===== src/rtl/bus_arbiter.sv =====
// -----------------------------------------------------------------------------
// bus_arbiter
//
// Round-robin arbiter and sequencer for one shared data bus. It picks one of
// four bus masters (fetch, load/store, DMA, debug), drives the select of the
// bus multiplexer tree and registers the owner's word onto the bus.
// A hold timeout stops a single owner from keeping the bus while others wait.
//
// Ports
//   clk        in   1                 rising-edge clock
//   rst        in   1                 synchronous reset, active-high
//   req        in   N_REQ             per-requester request (level)
//   data_in    in   N_REQ*DATA_WIDTH  requester words, word i at [DW*i +: DW]
//   grant      out  N_REQ             one-hot grant, 0 while the bus is free
//   bus_sel    out  2                 index of current/last owner (mux select)
//   bus_data   out  DATA_WIDTH        registered bus word
//   bus_valid  out  1                 bus_data holds a word from current owner
//
// Request/grant protocol: a requester raises req[i] and holds it high for as
// long as it wants the bus. grant[i] rises one cycle after req[i] is first
// seen by an idle arbiter that picks it. While grant[i] is high, every edge
// with req[i] high transfers data_in word i onto bus_data (bus_valid=1 from
// the following cycle). Dropping req[i] releases the bus at the next edge.
// A forced release (timeout under contention) also clears grant[i]; the
// requester then waits for its next round-robin turn. Every hand-over passes
// through one cycle with grant=0.
// -----------------------------------------------------------------------------
module bus_arbiter #(
    parameter int N_REQ      = 4,
    parameter int DATA_WIDTH = 16,
    parameter int MAX_HOLD   = 8
) (
    input  logic                        clk,
    input  logic                        rst,
    input  logic [N_REQ-1:0]            req,
    input  logic [N_REQ*DATA_WIDTH-1:0] data_in,
    output logic [N_REQ-1:0]            grant,
    output logic [1:0]                  bus_sel,
    output logic [DATA_WIDTH-1:0]       bus_data,
    output logic                        bus_valid
);

    localparam int SEL_W  = 2;
    localparam int HOLD_W = $clog2(MAX_HOLD);
    localparam logic [HOLD_W-1:0] HOLD_MAX = HOLD_W'(MAX_HOLD - 1);

    typedef enum logic {
        ST_IDLE = 1'b0,
        ST_BUSY = 1'b1
    } state_e;

    // Registered state
    state_e                  state_q,      state_d;
    logic [N_REQ-1:0]        grant_q,      grant_d;
    logic [SEL_W-1:0]        bus_sel_q,    bus_sel_d;
    logic [DATA_WIDTH-1:0]   bus_data_q,   bus_data_d;
    logic                    bus_valid_q,  bus_valid_d;
    logic [SEL_W-1:0]        last_owner_q, last_owner_d;
    logic [HOLD_W-1:0]       hold_cnt_q,   hold_cnt_d;

    // Unpacked view of the requester words
    logic [DATA_WIDTH-1:0]   words [N_REQ];

    always_comb begin
        for (int i = 0; i < N_REQ; i++) begin
            words[i] = data_in[i*DATA_WIDTH +: DATA_WIDTH];
        end
    end

    // Round-robin pick: first set request searched upward from last_owner+1.
    // The 2-bit candidate index wraps 3->0 on its own since N_REQ is 4.
    logic             winner_found;
    logic [SEL_W-1:0] winner_idx;
    logic [SEL_W-1:0] cand_idx;

    always_comb begin
        winner_found = 1'b0;
        winner_idx   = '0;
        cand_idx     = '0;
        for (int k = 1; k <= N_REQ; k++) begin
            cand_idx = last_owner_q + SEL_W'(k);
            if (!winner_found && req[cand_idx]) begin
                winner_found = 1'b1;
                winner_idx   = cand_idx;
            end
        end
    end

    // Owner status while BUSY
    logic [N_REQ-1:0] owner_onehot;
    logic             owner_req;
    logic             others_req;
    logic             hold_expired;

    always_comb begin
        owner_onehot = N_REQ'(1) << bus_sel_q;
        owner_req    = req[bus_sel_q];
        others_req   = |(req & ~owner_onehot);
        hold_expired = (hold_cnt_q == HOLD_MAX);
    end

    // Next-state logic
    always_comb begin
        state_d      = state_q;
        grant_d      = grant_q;
        bus_sel_d    = bus_sel_q;
        bus_data_d   = bus_data_q;
        bus_valid_d  = bus_valid_q;
        last_owner_d = last_owner_q;
        hold_cnt_d   = hold_cnt_q;

        case (state_q)
            ST_IDLE: begin
                grant_d     = '0;
                bus_valid_d = 1'b0;
                if (winner_found) begin
                    state_d    = ST_BUSY;
                    grant_d    = N_REQ'(1) << winner_idx;
                    bus_sel_d  = winner_idx;
                    hold_cnt_d = '0;
                end
            end

            ST_BUSY: begin
                // Voluntary release, or forced release once the hold budget
                // is spent and someone else is waiting. bus_data keeps the
                // last word so downstream sees a stable value while idle.
                if (!owner_req || (hold_expired && others_req)) begin
                    state_d      = ST_IDLE;
                    grant_d      = '0;
                    bus_valid_d  = 1'b0;
                    last_owner_d = bus_sel_q;
                end else begin
                    bus_data_d  = words[bus_sel_q];
                    bus_valid_d = 1'b1;
                    // Saturate so an uncontested owner keeps the bus and the
                    // release fires on the first edge that sees contention.
                    if (!hold_expired) begin
                        hold_cnt_d = hold_cnt_q + HOLD_W'(1);
                    end
                end
            end

            default: begin
                state_d = ST_IDLE;
                grant_d = '0;
            end
        endcase
    end

    always_ff @(posedge clk) begin
        if (rst) begin
            state_q      <= ST_IDLE;
            grant_q      <= '0;
            bus_sel_q    <= '0;
            bus_data_q   <= '0;
            bus_valid_q  <= 1'b0;
            // Requester 0 gets top priority out of reset.
            last_owner_q <= SEL_W'(N_REQ - 1);
            hold_cnt_q   <= '0;
        end else begin
            state_q      <= state_d;
            grant_q      <= grant_d;
            bus_sel_q    <= bus_sel_d;
            bus_data_q   <= bus_data_d;
            bus_valid_q  <= bus_valid_d;
            last_owner_q <= last_owner_d;
            hold_cnt_q   <= hold_cnt_d;
        end
    end

    assign grant     = grant_q;
    assign bus_sel   = bus_sel_q;
    assign bus_data  = bus_data_q;
    assign bus_valid = bus_valid_q;

endmodule

===== config.mk =====
export PLATFORM = sky130hd
export DESIGN_NAME = bus_arbiter
export DESIGN_NICKNAME = d
export VERILOG_FILES = /design/src/rtl/bus_arbiter.sv
export SDC_FILE = /design/constraint.sdc
export NUM_CORES = 1
export LEC_CHECK = 0
export BUFFER_PORTS_ARGS = -buffer_cell sky130_fd_sc_hd__buf_2
export CAP_MARGIN = 0
export CORE_ASPECT_RATIO = 2
export CORE_MARGIN = 4
export CORE_UTILIZATION = 41
export DETAILED_ROUTE_END_ITERATION = 10
export GPL_TIMING_DRIVEN = 0
export PLACE_DENSITY = 0.73
export REMOVE_ABC_BUFFERS = 1
export SETUP_SLACK_MARGIN = 0.1
export SYNTH_ARGS = -nofsm -noshare
export SYNTH_HDL_FRONTEND = slang
export SYNTH_SLANG_ARGS = --single-unit

===== constraint.sdc =====
create_clock -name clk -period 1.55 [get_ports clk]
set_input_delay 0.31 -clock clk [delete_from_list [all_inputs] [get_ports clk]]
set_output_delay 0.31 -clock clk [all_outputs]
set_load 0.02 [all_outputs]

==> results of run 1 <==
-- metrics by stage --
step                      instance area, um2  hold slack, ns  power, W  setup TNS (ns)  util [%]
after floorplan                         1710           0.379   0.00128          -35.74         -
after CTS                               2610           0.362   0.00223           -2.09      62.6
final                                   2630           0.368   0.00224           -2.77      63.0
after detailed placement                2260           0.448   0.00150          -33.93      54.1
after global routing                    2630           0.379   0.00236           -3.95      63.0
after global placement                  2240           0.442   0.00148          -49.76      53.6
-- power by group through the flow --
stage	Combinational, W	Clock (W)	Sequential (W)
after floorplan	0.000324	0	0.000957
after global placement	0.000568	0	0.000911
after detailed placement	0.000590	0	0.000914
after CTS	0.000772	0.000601	0.000860
after global routing	0.000844	0.000647	0.000869
final	0.000784	0.000592	0.000862
-- kinds of logic after synthesis --
| family | synth area share (%) |
|---|---|
| multiplexers | 23.8 |
| AO/OA/AOI/OAI | 21.7 |
| AND/OR/NAND/NOR | 8.28 |
| buffers and inverters | 12.3 |
| adder cells (fa/ha/maj) | 1.40 |
| flip-flops | 32.5 |
-- final cells by class --
class	instances	area share, %
Timing Repair Buffer	106	24.2
Clock inverter	2	0.381
Tap cell	52	2.48
Clock buffer	6	2.76
Sequential cell	29	22.4
Multi-Input combinational cell	93	42.1
Inverter	39	5.57
-- critical path, delay by kind of cell (launching register included) --
family          cells  cell delay [ns]
compound gates      3             0.62
fa+ha+maj           2             0.39
buf+inv             1             0.20
flops               1             0.36
-- flip-flops by register name, indices dropped and copies added (netlist names) --
register	count
state_q	1
last_owner_q	2
hold_cnt_q	3
bus_valid	1
bus_data	16
grant	4
bus_sel	2
-- layer usage --
layer  up-vias  global-route usage, %  share of wire, %
li1        824                      -                 -
met1       849                   17.8                32
met2        52                   39.7                60
met3        16                   4.86               5.5
met4         0                   12.7               2.8
met5         -                      0                 0
-- final timing paths --
kind	to	slack (ns)	depth (start not counted)
worst min register to register	bus_data[12]	0.46	2
worst max-delay path	grant[3]	-0.16	6
worst min-delay path	bus_sel[1]	0.37	2
worst max register to register	grant[3]	-0.16	6
-- repair_timing --
item / in CTS / in global routing
cloned: 1 / 0
pin swaps: 14 / 8
setup endpoints to repair: 30 / 29
buffers inserted: 12 / 1
resized for setup: 26 / 7
-- cells in the mapped netlist (all sizes together) --
cell	count
inv	39
dfxtp	29
mux4	17
o22ai	16
buf	9
nor2	8
a21oi	6
nand2	4
o32ai	4
clkbuf	3
mux2i	3
nand2b	3
o21ai	3
a211oi	2
a41oi	2
ha	2
nand3	2
nand4b	2
nor3	2
a211o	1
a21bo	1
a221o	1
a32o	1
a32oi	1
and2	1
and3	1
mux2	1
nand3b	1
nor3b	1
nor4	1
o2111ai	1
o211a	1
o211ai	1
o21a	1
or2	1
or3	1
==> flow_metrics.py, run 1 <==
metrics = {
    "run_status": {
        "status": "complete, but fails checks",
        "violations": "setup timing",
    },
    "worst_setup_path": {
        "startpoint": "hold_cnt_q[0]",
        "cpPeakStageDelay_ns": 0.36,
        "cp-end-kind": "flip-flop",
        "crit_chain": "ha_2 > ha_4 > a21bo_2 > o2111ai_4 > buf_12 > o32ai_1",
        "path_max_fanout": 15,
        "r2r_start": "hold_cnt_q[0]",
        "cp_slowest_cell": "dfxtp_1",
        "cp-start-kind": "flip-flop",
        "cp.arrival_ns": 1.87,
        "required_ns": 1.71,
        "path_class": "flip-flop to flip-flop",
    },
    "run": {
        "maxCapViolCount": 0,
    },
    "floorplanning": {
        "die_w_um": 54.6,
        "rows": 33,
        "io_pins": 93,
        "die_y_um": 101,
        "core_um2": 4170,
        "die_area_um2": 5530,
        "start_util_pct": 42.8,
    },
    "timing": {
        "rsz0062_at_grt": "yes",
        "worst_pin_slew_ns": 0.407,
        "worst_slack_ns": -0.162,
        "period_minus_slack_ns": 1.71,
        "hold_viol_final": 0,
        "fmax_mhz": 584,
        "max_slew_margin_pct": 72.7,
        "setup_viol": 26,
        "slew_viol_final": 0,
        "skew_ns": 0.00486,
        "fin_crit_sh_pct": 110,
    },
    "detailed_routing": {
        "wl_mm": 5.45,
        "drcViolationCount": 0,
        "drt_pass1_iterations": 4,
        "vias": 1741,
        "wl_per_cell_um": 16.7,
        "vias_per_cell": 5.32,
        "drt_iter0_markers": 37,
        "drtAntennaViolNets": 0,
    },
    "hold_path": {
        "min_from": "rst",
        "hp-class": "primary input to flip-flop",
    },
    "finish": {
        "drive_gt1_share_pct": 58.5,
        "final_cell_mix": "buf_2 (92), inv_1 (39), dfxtp_1 (26)",
        "diodes": 0,
        "final-seq-area_um2": 589,
        "multi_input_area_um2": 1110,
        "layout_commonest_cell": "buf_2",
        "area_growth_pct": 47.3,
        "fill_cells": 359,
        "nNetsFinal": 346,
        "fin_cells": 327,
    },
    "grt": {
        "grt.total_usage_pct": 20.9,
        "antenna_found_initial": 0,
        "grt_overflow": 0,
        "grt_max_degree": 16,
        "first_global_vias": 1869,
        "grt_pass1_wl_mm": 8.30,
    },
    "synthesis": {
        "synth.yosys.seq_area_share_pct": 32.5,
        "syn-cell-area_um2": 1780,
        "synth_top_area_cell": "dfxtp_1",
        "synth.distinct_cells": 41,
        "syn_avg_cell_area_um2": 10.3,
        "synth_warnings": 0,
        "yosysTopAreaCellShare_pct": 32.5,
        "synthTopCellsByArea": "dfxtp_1 (33%), mux4_2 (21%), inv_1 (8.2%)",
        "syn_inst": 173,
        "synth_seq_cells": 29,
    },
    "placement": {
        "gp_congestion": 0.762,
        "place_hpwl_mm": 3.77,
        "dp.cells": 306,
        "numPortBuffers": 92,
        "place_ws_ns": -1.39,
    },
    "cts": {
        "clk_pin_slew_worst_paths_ns": 0.06,
        "ctsHtreeMaxLevel": 2,
        "cts_tree": "yes",
        "cts_root_buf": "clkbuf_8",
        "numCtsBuffers": 5,
        "cts_sinks": 29,
        "hold_buffers": 0,
        "clk_path_buf_depth": 2,
        "clk_latency_ns": 0.28,
    },
    "pwr": {
        "p_clk_share_pct": 26.5,
        "p_sw_share_pct": 32.1,
        "switchingPower_w": 0.000720,
        "intPower_w": 0.00152,
        "p_per_area_nw_per_um2": 852,
        "seqPwrFrac_pct": 38.5,
        "cellLeakagePower_nw": 1.19,
        "p_comb_share_pct": 35.0,
        "ir_drop_uv": 484,
    },
}
No activity file was read; power rests on OpenSTA's default activity.
==> run 2, diff against run 1 <==
Settings changed: SETUP_SLACK_MARGIN 0.1 to default.
==> flow_metrics.py, run 2 (same netlist as run 1, synthesis figures left out) <==
metrics = {
    "cts": {
        "numCtsBuffers": 5,
        "hold_buffers": 0,
        "clk_path_buf_depth": 2,
        "clk_latency_ns": 0.29,
        "cts_sinks": 29,
        "cts_root_buf": "clkbuf_8",
        "ctsHtreeMaxLevel": 2,
        "cts_tree": "yes",
        "clk_pin_slew_worst_paths_ns": 0.06,
    },
    "finish": {
        "fin_cells": 328,
        "area_growth_pct": 45.2,
        "layout_commonest_cell": "buf_2",
        "largest_register_ffs": 16,
        "final_cell_mix": "buf_2 (92), inv_1 (39), dfxtp_1 (26)",
        "diodes": 0,
        "drive_gt1_share_pct": 57.6,
        "nNetsFinal": 347,
        "fin_area_um2": 2590,
    },
    "floorplanning": {
        "die_area_um2": 5530,
        "io_pins": 93,
        "rows": 33,
        "core_um2": 4170,
        "start_util_pct": 42.8,
        "die_y_um": 101,
        "die_w_um": 54.6,
    },
    "worst_setup_path": {
        "cp-start-kind": "flip-flop",
        "cp-end-kind": "flip-flop",
        "r2r_start": "bus_sel[0]",
        "startpoint": "bus_sel[0]",
        "cp.arrival_ns": 1.90,
        "path_class": "flip-flop to flip-flop",
        "required_ns": 1.77,
        "path_max_fanout": 5,
    },
    "pwr": {
        "cellLeakagePower_nw": 1.19,
        "p_clk_share_pct": 27.0,
        "intPower_w": 0.00150,
        "p_sw_share_pct": 32.1,
        "ir_drop_uv": 539,
        "switchingPower_w": 0.000710,
        "p_comb_share_pct": 34.0,
        "fin_total_pwr_w": 0.00221,
        "seqPwrFrac_pct": 39.0,
        "p_per_area_nw_per_um2": 854,
    },
    "timing": {
        "rsz0062_at_grt": "yes",
        "fin_crit_sh_pct": 109,
        "fin_tns_setup_ns": -1.82,
        "fmax_mhz": 595,
        "hold_viol_final": 0,
        "worst_pin_slew_ns": 0.489,
        "holdWs_ns": 0.365,
        "max_slew_margin_pct": 67.3,
        "slew_viol_final": 0,
        "period_minus_slack_ns": 1.68,
        "skew_ns": 0.00550,
        "worst_slack_ns": -0.132,
        "setup_viol": 22,
    },
    "run": {
        "maxCapViolCount": 0,
    },
    "grt": {
        "first_global_vias": 1795,
        "grt.total_usage_pct": 20.2,
        "antenna_found_initial": 0,
        "grt_max_degree": 16,
        "grt_overflow": 0,
        "grt_pass1_wl_mm": 8.03,
    },
    "detailed_routing": {
        "vias_per_cell": 5.37,
        "wl_mm": 5.41,
        "drtAntennaViolNets": 0,
        "wl_per_cell_um": 16.5,
        "drcViolationCount": 0,
        "drt_iter0_markers": 36,
        "drt_pass1_iterations": 4,
        "vias": 1760,
    },
    "run_status": {
        "violations": "setup timing",
        "status": "complete, but fails checks",
    },
    "placement": {
        "numPortBuffers": 92,
        "gp_congestion": 0.762,
        "post_dp_cell_area_um2": 2260,
        "place_hpwl_mm": 3.77,
        "dp.cells": 306,
    },
    "hold_path": {
        "hp-class": "primary input to flip-flop",
        "min_from": "rst",
    },
}
## run 2: routing by layer
metal,GRT usage [%],share of wire (%),routed length [um],vias up
met5,0,0,0,-
met4,9.98,2.4,129,0
met3,4.27,6.3,340,15
met2,38.3,60,3220,63
met1,18.6,32,1720,854
li1,-,-,-,828
## run 2: worst max-delay path, stage by stage, from the launching register on
cell and delay, ns:
dfxtp_4 0.36, mux4_2 0.58, a21oi_4 0.17, a41oi_4 0.07, buf_12 0.18, buf_6 0.11, o22ai_2 0.13
## run 2: area by class of cell
cell class,instances,area (um2)
clock buffers,6,72.6
clock inverters,2,10.0
fillers,363,1580
inverters,39,146
multi-input cells,93,1070
flip-flops and latches,29,589
well taps,52,65.1
repair buffers,107,633
## run 2: repair_timing
action,4_1_cts,5_1_grt
resized for setup,24,1
setup endpoints to repair,30,29
pin swaps,13,7
setup buffers,13,2
gates cloned,1,0
## run 2: metrics by stage
step | util (%) | setup slack (ns)
6_report | 62.1 | -0.132
4_1_cts | 62.3 | -0.133
5_1_grt | 62.1 | -0.186
2_1_floorplan | - | -1.61
3_5_place_dp | 54.1 | -1.39
3_3_place_gp | 53.6 | -2.28
## run 2: power groups by stage
stage          sequential (W)  clock [W]  combinational, W
6_report             0.000862   0.000597          0.000753
2_1_floorplan        0.000957          0          0.000324
4_1_cts              0.000859   0.000601          0.000764
3_3_place_gp         0.000911          0          0.000568
5_1_grt              0.000869   0.000648          0.000812
3_5_place_dp         0.000914          0          0.000590
## run 2: final timing paths
check / endpoint / cells past startpoint / slack (ns)
hold / removal: bus_sel[1] / 2 / 0.37
setup reg to reg: bus_data[8] / 6 / -0.13
hold reg to reg: grant[0] / 2 / 0.46
setup / recovery: bus_data[8] / 6 / -0.13
